### src/rtl/pipe_hazard_ctrl_pkg.sv
// Shared widths, FSM state encodings and a saturating increment helper
// for the pipeline hazard controller.
package pipe_hazard_ctrl_pkg;

  localparam int REG_ADDR_WIDTH = 5;
  localparam int CPU_WIDTH      = 32;

  typedef enum logic [1:0] {
    HAZ_IDLE       = 2'd0,
    HAZ_DIV_BUSY   = 2'd1,
    HAZ_JUMP_FLUSH = 2'd2
  } haz_state_t;

  // Increment that sticks at all-ones instead of wrapping.
  function automatic logic [CPU_WIDTH-1:0] sat_inc(input logic [CPU_WIDTH-1:0] v);
    return (&v) ? v : v + 1'b1;
  endfunction

endpackage

### src/rtl/haz_load_use_det.sv
// Purely combinational load-use hazard compare between the ID source
// registers and the destination of a load sitting in EX. x0 never hazards.
module haz_load_use_det
  import pipe_hazard_ctrl_pkg::*;
(
  input  logic                      rd1_en,
  input  logic [REG_ADDR_WIDTH-1:0] rs1,
  input  logic                      rd2_en,
  input  logic [REG_ADDR_WIDTH-1:0] rs2,
  input  logic                      ex_load,
  input  logic                      ex_wr_en,
  input  logic [REG_ADDR_WIDTH-1:0] ex_rd,
  output logic                      hazard
);

  // A load result is not forwardable in time, so any matching read stalls.
  always_comb begin
    hazard = ex_load & ex_wr_en & (ex_rd != '0) &
             ((rd1_en & (rs1 == ex_rd)) | (rd2_en & (rs2 == ex_rd)));
  end

endmodule

### src/rtl/pipe_hazard_ctrl.sv
// Pipeline sequencing controller: load-use stall, jump redirect with a
// multi-cycle IF/ID flush, and divider hold with a watchdog.
// Optional macro HAZARD_PERF_CNT_EN adds saturating stall/flush counters.
//
// state          | meaning
// HAZ_IDLE       | normal flow; load-use, jump and divide start detected here
// HAZ_JUMP_FLUSH | extra IF/ID flush cycles after a jump
// HAZ_DIV_BUSY   | pipe held while the divider runs, watchdog counting
module pipe_hazard_ctrl
  import pipe_hazard_ctrl_pkg::*;
#(
  parameter int JUMP_FLUSH_CYC = 2,
  parameter int DIV_TIMEOUT    = 40
) (
  input  logic                      clk,
  input  logic                      rst_n,
  input  logic                      id_reg1_rd_en_i,
  input  logic [REG_ADDR_WIDTH-1:0] id_reg1_rd_adder_i,
  input  logic                      id_reg2_rd_en_i,
  input  logic [REG_ADDR_WIDTH-1:0] id_reg2_rd_adder_i,
  input  logic                      ex_load_i,
  input  logic                      ex_reg_wr_en_i,
  input  logic [REG_ADDR_WIDTH-1:0] ex_reg_wr_adder_i,
  input  logic                      ex_jump_i,
  input  logic [CPU_WIDTH-1:0]      ex_jump_adder_i,
  input  logic                      div_start_i,
  input  logic                      div_done_i,
  output logic                      hold_pc_o,
  output logic                      hold_if_id_o,
  output logic                      hold_id_ex_o,
  output logic                      flush_if_id_o,
  output logic                      flush_id_ex_o,
  output logic                      jump_en_o,
  output logic [CPU_WIDTH-1:0]      jump_adder_o,
  output logic                      div_timeout_o
`ifdef HAZARD_PERF_CNT_EN
  ,
  output logic [CPU_WIDTH-1:0]      stall_cnt_o,
  output logic [CPU_WIDTH-1:0]      flush_cnt_o
`endif
);

  localparam int JCNT_W = $clog2(JUMP_FLUSH_CYC) + 1;
  localparam int DCNT_W = $clog2(DIV_TIMEOUT) + 1;
  localparam logic [JCNT_W-1:0] JCNT_LAST = JCNT_W'(JUMP_FLUSH_CYC - 1);
  localparam logic [DCNT_W-1:0] DCNT_LAST = DCNT_W'(DIV_TIMEOUT - 1);

  haz_state_t        state_q, state_d;
  logic [JCNT_W-1:0] jcnt_q, jcnt_d;
  logic [DCNT_W-1:0] dcnt_q, dcnt_d;
  logic              load_use;

  haz_load_use_det u_det (
    .rd1_en   (id_reg1_rd_en_i),
    .rs1      (id_reg1_rd_adder_i),
    .rd2_en   (id_reg2_rd_en_i),
    .rs2      (id_reg2_rd_adder_i),
    .ex_load  (ex_load_i),
    .ex_wr_en (ex_reg_wr_en_i),
    .ex_rd    (ex_reg_wr_adder_i),
    .hazard   (load_use)
  );

  // State and counter registers; reset aborts any divide or flush in flight.
  always_ff @(posedge clk or negedge rst_n) begin
    if (!rst_n) begin
      state_q <= HAZ_IDLE;
      jcnt_q  <= '0;
      dcnt_q  <= '0;
    end else begin
      state_q <= state_d;
      jcnt_q  <= jcnt_d;
      dcnt_q  <= dcnt_d;
    end
  end

  // Next state and combinational pipe controls; everything forced low in reset.
  always_comb begin
    state_d       = state_q;
    jcnt_d        = jcnt_q;
    dcnt_d        = dcnt_q;
    hold_pc_o     = 1'b0;
    hold_if_id_o  = 1'b0;
    hold_id_ex_o  = 1'b0;
    flush_if_id_o = 1'b0;
    flush_id_ex_o = 1'b0;
    jump_en_o     = 1'b0;
    jump_adder_o  = '0;
    div_timeout_o = 1'b0;

    case (state_q)
      HAZ_IDLE: begin
        if (ex_jump_i) begin
          // Jump wins; a divide issued alongside it is on the wrong path.
          jump_en_o     = 1'b1;
          jump_adder_o  = ex_jump_adder_i;
          flush_if_id_o = 1'b1;
          flush_id_ex_o = 1'b1;
          if (JUMP_FLUSH_CYC > 1) begin
            state_d = HAZ_JUMP_FLUSH;
            jcnt_d  = JCNT_W'(1);
          end
        end else begin
          if (load_use) begin
            hold_pc_o     = 1'b1;
            hold_if_id_o  = 1'b1;
            flush_id_ex_o = 1'b1;
          end
          if (div_start_i) begin
            state_d = HAZ_DIV_BUSY;
            dcnt_d  = '0;
          end
        end
      end

      HAZ_JUMP_FLUSH: begin
        flush_if_id_o = 1'b1;
        if (jcnt_q == JCNT_LAST) begin
          state_d = HAZ_IDLE;
          jcnt_d  = '0;
        end else begin
          jcnt_d = jcnt_q + 1'b1;
        end
      end

      HAZ_DIV_BUSY: begin
        if (div_done_i) begin
          state_d = HAZ_IDLE;
          dcnt_d  = '0;
        end else if (dcnt_q == DCNT_LAST) begin
          // Final watchdog cycle: release the pipe and flag the hang.
          div_timeout_o = 1'b1;
          state_d       = HAZ_IDLE;
          dcnt_d        = '0;
        end else begin
          hold_pc_o    = 1'b1;
          hold_if_id_o = 1'b1;
          hold_id_ex_o = 1'b1;
          dcnt_d       = dcnt_q + 1'b1;
        end
      end

      default: begin
        state_d = HAZ_IDLE;
        jcnt_d  = '0;
        dcnt_d  = '0;
      end
    endcase

    if (!rst_n) begin
      hold_pc_o     = 1'b0;
      hold_if_id_o  = 1'b0;
      hold_id_ex_o  = 1'b0;
      flush_if_id_o = 1'b0;
      flush_id_ex_o = 1'b0;
      jump_en_o     = 1'b0;
      jump_adder_o  = '0;
      div_timeout_o = 1'b0;
    end
  end

`ifdef HAZARD_PERF_CNT_EN
  // Saturating counts of stalled and IF/ID-flushed cycles.
  always_ff @(posedge clk or negedge rst_n) begin
    if (!rst_n) begin
      stall_cnt_o <= '0;
      flush_cnt_o <= '0;
    end else begin
      if (hold_pc_o)     stall_cnt_o <= sat_inc(stall_cnt_o);
      if (flush_if_id_o) flush_cnt_o <= sat_inc(flush_cnt_o);
    end
  end
`endif

endmodule

### config.mk
export PLATFORM = sky130hd
export DESIGN_NAME = pipe_hazard_ctrl
export DESIGN_NICKNAME = d
export VERILOG_FILES = /design/src/rtl/pipe_hazard_ctrl_pkg.sv /design/src/rtl/haz_load_use_det.sv /design/src/rtl/pipe_hazard_ctrl.sv
export SDC_FILE = /design/constraint.sdc
export NUM_CORES = 1
export LEC_CHECK = 0
export ABC_CLOCK_PERIOD_IN_PS = 2900
export BUFFER_PORTS_ARGS = -buffer_cell sky130_fd_sc_hd__buf_2
export CORE_MARGIN = 3
export CORE_UTILIZATION = 39
export CTS_CLUSTER_DIAMETER = 120
export DETAILED_ROUTE_END_ITERATION = 7
export GPL_ROUTABILITY_DRIVEN = 0
export GPL_TIMING_DRIVEN = 0
export PLACE_DENSITY = 0.95
export SLEW_MARGIN = 5
export SYNTH_ARGS = -nofsm -noshare
export SYNTH_HDL_FRONTEND = slang
export SYNTH_SLANG_ARGS = --single-unit
### constraint.sdc
create_clock -name clk -period 2.9 [get_ports clk]
set_input_delay 0.435 -clock clk [delete_from_list [all_inputs] [get_ports clk]]
set_output_delay 0.435 -clock clk [all_outputs]
set_load 0.05 [all_outputs]
Word-level counts from Yosys, hierarchy flattened
Index checks and enable logic that the tools add are counted.
Widths: inputs -> output; s select.
{"block": "totals", "ff_bits": 11, "in_bits": 56, "output_inout_bits": 39, "elab_cells": 67}
{"block": "op_classes", "addsub": 2, "n_eq_ne": 12, "mux": 37, "bitwise_logic": 8, "n_reduce_logical": 5}
{"cell": "$mux 32", "count": 3}
{"cell": "$mux 7", "count": 4}
{"cell": "$pmux 7 s3", "count": 1}
{"cell": "$mux 1", "count": 18}
{"cell": "$mux 2", "count": 7}
{"cell": "$pmux 2 s3", "count": 2}
{"cell": "$eq 5x5->1", "count": 2}
{"cell": "$ne 2x2->1 const B", "count": 4}
{"cell": "$add 7x1->7 const B", "count": 1}
{"cell": "$eq 7x6->1 const B", "count": 1}
{"cell": "$ne 3x3->1 const B", "count": 2}
{"cell": "$reduce_and 3->1", "count": 2}
{"cell": "$and 1x1->1", "count": 5}
{"cell": "$reduce_bool 5->1", "count": 1}
{"cell": "$eq 2x1->1 const B", "count": 2}
{"cell": "$pmux 1 s2", "count": 2}
{"cell": "$add 2x1->2 const B", "count": 1}
{"cell": "$eq 2x2->1 const B", "count": 1}
{"cell": "$logic_not 2->1", "count": 1}
{"cell": "$not 1->1", "count": 2}
{"cell": "$reduce_and 2->1", "count": 1}
{"cell": "$or 1x1->1", "count": 1}

Depth between registers and ports, before layout
{"block": "depth", "word_depth": 8, "ltp_mapped": 6, "depth_no_buf": 5}

By module
Synthesis repeated with hierarchy kept, for this count alone.
{"block": "hier_totals", "hier_cells": 122, "hier_area_um2": 949.7}
{"mod": "pipe_hazard_ctrl", "n_inst": 1, "cells_each": 105, "area_per_inst_um2": 814.5, "seq_area_each_um2": 275.3}
{"mod": "haz_load_use_det", "n_inst": 1, "cells_each": 17, "area_per_inst_um2": 135.1, "seq_area_each_um2": 0.0}

Worst setup path after synthesis
Ideal clock, no wire load.
{"block": "synth_path", "kind": "input to output", "start": "input ex_reg_wr_adder_i[3]", "end": "output hold_pc_o", "t_arrival_ns": 2.648, "setup_slack_ns": -0.183, "cell_stages": 5, "path_buffers": 1, "path_cell_list": "xor2_1 -> nor4_1 -> a32oi_1 -> o31ai_1 -> buf_4"}
{"block": "synth_between", "elab_chain_cells": 8, "word_cells_on_any_way": 12, "classes_between": "eq/ne (2); mux (4); bitwise (5); reduce/logical (1)"}
{"element": "start: declaration", "line": "pipe_hazard_ctrl.sv:23", "source": "input logic [REG_ADDR_WIDTH-1:0] ex_reg_wr_adder_i,"}
{"element": "$eq 5x5->1", "line": "haz_load_use_det.sv:19", "source": "((rd1_en & (rs1 == ex_rd)) | (rd2_en & (rs2 == ex_rd)));"}
{"element": "$and 1x1->1", "line": "haz_load_use_det.sv:19"}
{"element": "$or 1x1->1", "line": "haz_load_use_det.sv:19"}
{"element": "$and 1x1->1 (*)", "line": "haz_load_use_det.sv:18", "source": "hazard = ex_load & ex_wr_en & (ex_rd != '0) &"}
{"element": "$mux 1 (*) (2 in series)"}
{"element": "$pmux 1 s2 (*)"}
{"element": "$mux 1 (*)"}
{"element": "end: declaration", "line": "pipe_hazard_ctrl.sv:28", "source": "output logic hold_pc_o,"}
Mark *: on every way between the ends. The rest lies on a longest branch, timed or not.

Worst setup path in the final report
{"block": "layout_path", "start": "register state_q[0]", "end": "output hold_pc_o"}
{"block": "layout_between", "elab_chain_cells": 3, "word_cells_on_any_way": 4, "classes_between": "eq/ne (1); mux (2); reduce/logical (1)"}
{"element": "start: declaration", "line": "pipe_hazard_ctrl.sv:48", "source": "haz_state_t state_q, state_d;"}
{"element": "start signal: assignment", "line": "pipe_hazard_ctrl.sv:71", "source": "state_q <= state_d;"}
{"element": "$eq 2x1->1 or $logic_not 2->1 (tied branches)", "line": "pipe_hazard_ctrl.sv:91", "source": "case (state_q)"}
{"element": "$pmux 1 s2 (*)", "line": "pipe_hazard_ctrl.sv:91"}
{"element": "$mux 1 (*)", "line": "pipe_hazard_ctrl.sv:150", "source": "if (!rst_n) begin"}
Marks and branches as above.

==> impl_results.md <==
* Outcome: finished, final reports clean
* Initial DRC Count at 40
* Share of cells above drive strength 1 at 0.4864
* Worst skew pair latency at 0.26 ns
* Dpl cells at 244
* Fin crit share at 0.8502
* Total number of vias at 1228
* Most common cell after layout, fill and taps aside: buf_2
* Pwr/cell area at 528.5 mW/mm2
* Sequential-to-total area share from yosys stat at 0.2740
* Post-route insts no fill at 248
* DIE HEIGHT at 56.76 um
* FMAX at 405.6 MHz
* Syn_nets at 180
* Fin nets at 278
* Pre-CTS WS at 0.4253 ns
* Pin slew with the least headroom to its limit at 0.6182 ns
* Relative slew margins at 0.5847
* Critical Path AT at 2.03 ns
* Seq pwr share at 0.248
* Syn Area/Cell at 8.168 um2
* DIE AREA at 0.003221 mm2
* CP required at 2.47 ns
* Largest net degree at the start of global routing at 16
* Remaining DRCs at 0
* Placed Area at 0.001510 mm2
* Design Area, Final at 0.001536 mm2
* Buffers on Ports at 93
* Hold WC Path Type: primary input to asynchronous set/reset pin
* Total CTS buffers at 3
* Synthesis Warnings at 0
* Internal at 393.3 uW
* Post-route ant nets at 0
* CTS sink cnt at 11
* Top cell type by total area after synthesis: dfrtp_1
* Synth cell types at 37
* Initial antenna violation count at 0
* Most used flip-flop cell after synthesis: dfrtp_1
* TritonCTS clock tree: done
* Top Ports at 95
* Switching pwr at 418.7 uW
* Pleak at 0.9883 nW
* Worst Path Max Fanout at 8
* H-Tree Depth at 1
* Dominant cells by area after synthesis: dfrtp_1, and3_1, xor2_1, o21ai_0, xnor2_1
* Final Hold Vio Count at 0
* Async SR Flop Fraction at 1.000
* First-pass GRT wire length at 5106 um
* HPWL after DPL at 2745 um
* GRT overflow at 0
* Final WL at 3274 um
* Post-CTS setup-driven buffer insertion count at 0
* Final WS setup at 0.4345 ns
* Synth Instances at 123
* Die Wd at 56.76 um
* CTS Root Buffer Type: clkbuf_4
* Fillcell total at 200
* Post-CTS Resized at 0
* Post-synth top area share at 0.2740
* Clock network power share at 0.130
* Minimum clock period at 2.466 ns
* Final setup violation count at 0
* Wire per inst at 13.20 um
* Area Growth Syn to Fin at 52.93%
* Ant diodes at 0
* Global Route Usage Sum at 0.1939
* Core Util, Final at 0.6627
* Hold-fix buffers, CTS at 0
* 1st-pass router iterations at 4
* Number of synthesized flops with an enable pin at 0
* Clock skew at 0.0003530 ns
* Critical path capture point type: output pin
* RSZ-0062 raised after global routing: no
* Combinational share of power at 0.622
* Slew Viols, Final at 0
* Clk slew on worst S/H paths at 0.07 ns
* Max IR drop VDD at 0.0003276 V
* CTS Buffer Depth at 2
* Post-Syn Area at 0.001005 mm2
* Net Sw Frac at 0.5157
* Via/cell ratio at 4.952
* Setup TNS at 0 ns
* Synth Register Bits at 11
* Vias in the first global route at 1137
* Most frequent cells in the layout: buf_2, and3_1, dfrtp_1
* # rows at 17
* Max_cap viols at 0
* Worst setup path class: flop to output pin
* Initial core utilization at 0.4334
* CORE AREA at 0.002318 mm2
* CP startpoint kind: flop
==> area by class of cell <==
class | count | area, um2 | share of cell area
Multi-Input combinational cell | 98 | 665.6 | 0.4332
Timing Repair Buffer | 93 | 465.4 | 0.3029
Sequential cell | 11 | 275.3 | 0.1792
Buffer | 10 | 53.80 | 0.03502
Tap cell | 28 | 35.03 | 0.02280
Clock buffer | 4 | 26.28 | 0.01710
Inverter | 4 | 15.01 | 0.009772
==> synth_stat cells, types with 3 or more instances <==
| master | n |
|---|---|
| a21oi_1 | 3 |
| and3_1 | 35 |
| clkbuf_1 | 6 |
| dfrtp_1 | 11 |
| inv_1 | 4 |
| nand2_1 | 6 |
| nand3_1 | 3 |
| nor2_1 | 6 |
| o21ai_0 | 6 |
| xnor2_1 | 3 |
| xor2_1 | 8 |
==> worst max-delay path, stage by stage, from the launching register on <==
cell	delay (ns)
dfrtp_1	0.33
buf_4	0.14
inv_1	0.06
nor3_1	0.53
nand3_1	0.20
o31ai_2	0.11
buf_4	0.14
buf_2	0.25
==> power groups by stage <==
stage	registers, mW	clock network (mW)	logic (mW)
floorplan	0.200	0	0.377
global placement	0.203	0	0.495
detailed placement	0.204	0	0.504
CTS	0.201	0.107	0.505
global route	0.205	0.119	0.544
finish	0.201	0.106	0.505
==> per-stage QoR <==
| step | power, mW | hold WS, ns |
|---|---|---|
| 2_1_floorplan | 0.5771 | 0.1394 |
| 3_3_place_gp | 0.6980 | 0.3302 |
| 3_5_place_dp | 0.7079 | 0.3336 |
| 4_1_cts | 0.8130 | 0.04953 |
| 5_1_grt | 0.8681 | 0.04497 |
| 6_report | 0.8120 | 0.04162 |
==> flip-flops by register name (all words and copies together), names as in the netlist <==
| signal | flops |
|---|---|
| dcnt_q | 7 |
| state_q | 2 |
| jcnt_q | 2 |
==> worst paths after layout <==
check	slack, ns	endpoint	from	cells past startpoint
min	0.04	dcnt_q[0]	rst_n	1
max	0.43	hold_pc_o	state_q[0]	7
max in group asynchronous	2.64	state_q[0]	rst_n	1
max reg2reg	1.39	dcnt_q[3]	dcnt_q[3]	4
min reg2reg	0.51	dcnt_q[6]	dcnt_q[6]	1
min in group clk	0.41	state_q[0]	div_start_i	3
==> layer usage <==
layer  routed length (um)  vias up  GRT usage
met3                  245        6    0.04368
met5                    0        -          0
met2                 1629       47     0.3482
li1                     -      640          -
met4                   50        0    0.05960
met1                 1348      535     0.2263
==> cells by family (layout without fill, tap and decap cells) <==
logic type / count (synthesis) / count (layout) / share of synthesized area
fa+ha+maj: 1 / 1 / 0.01245
simple gates: 65 / 65 / 0.3998
xor+xnor: 11 / 11 / 0.09590
buf+inv: 14 / 111 / 0.06848
flops: 11 / 11 / 0.2740
compound gates: 21 / 21 / 0.1494
No activity file was read; power rests on OpenSTA's default activity.
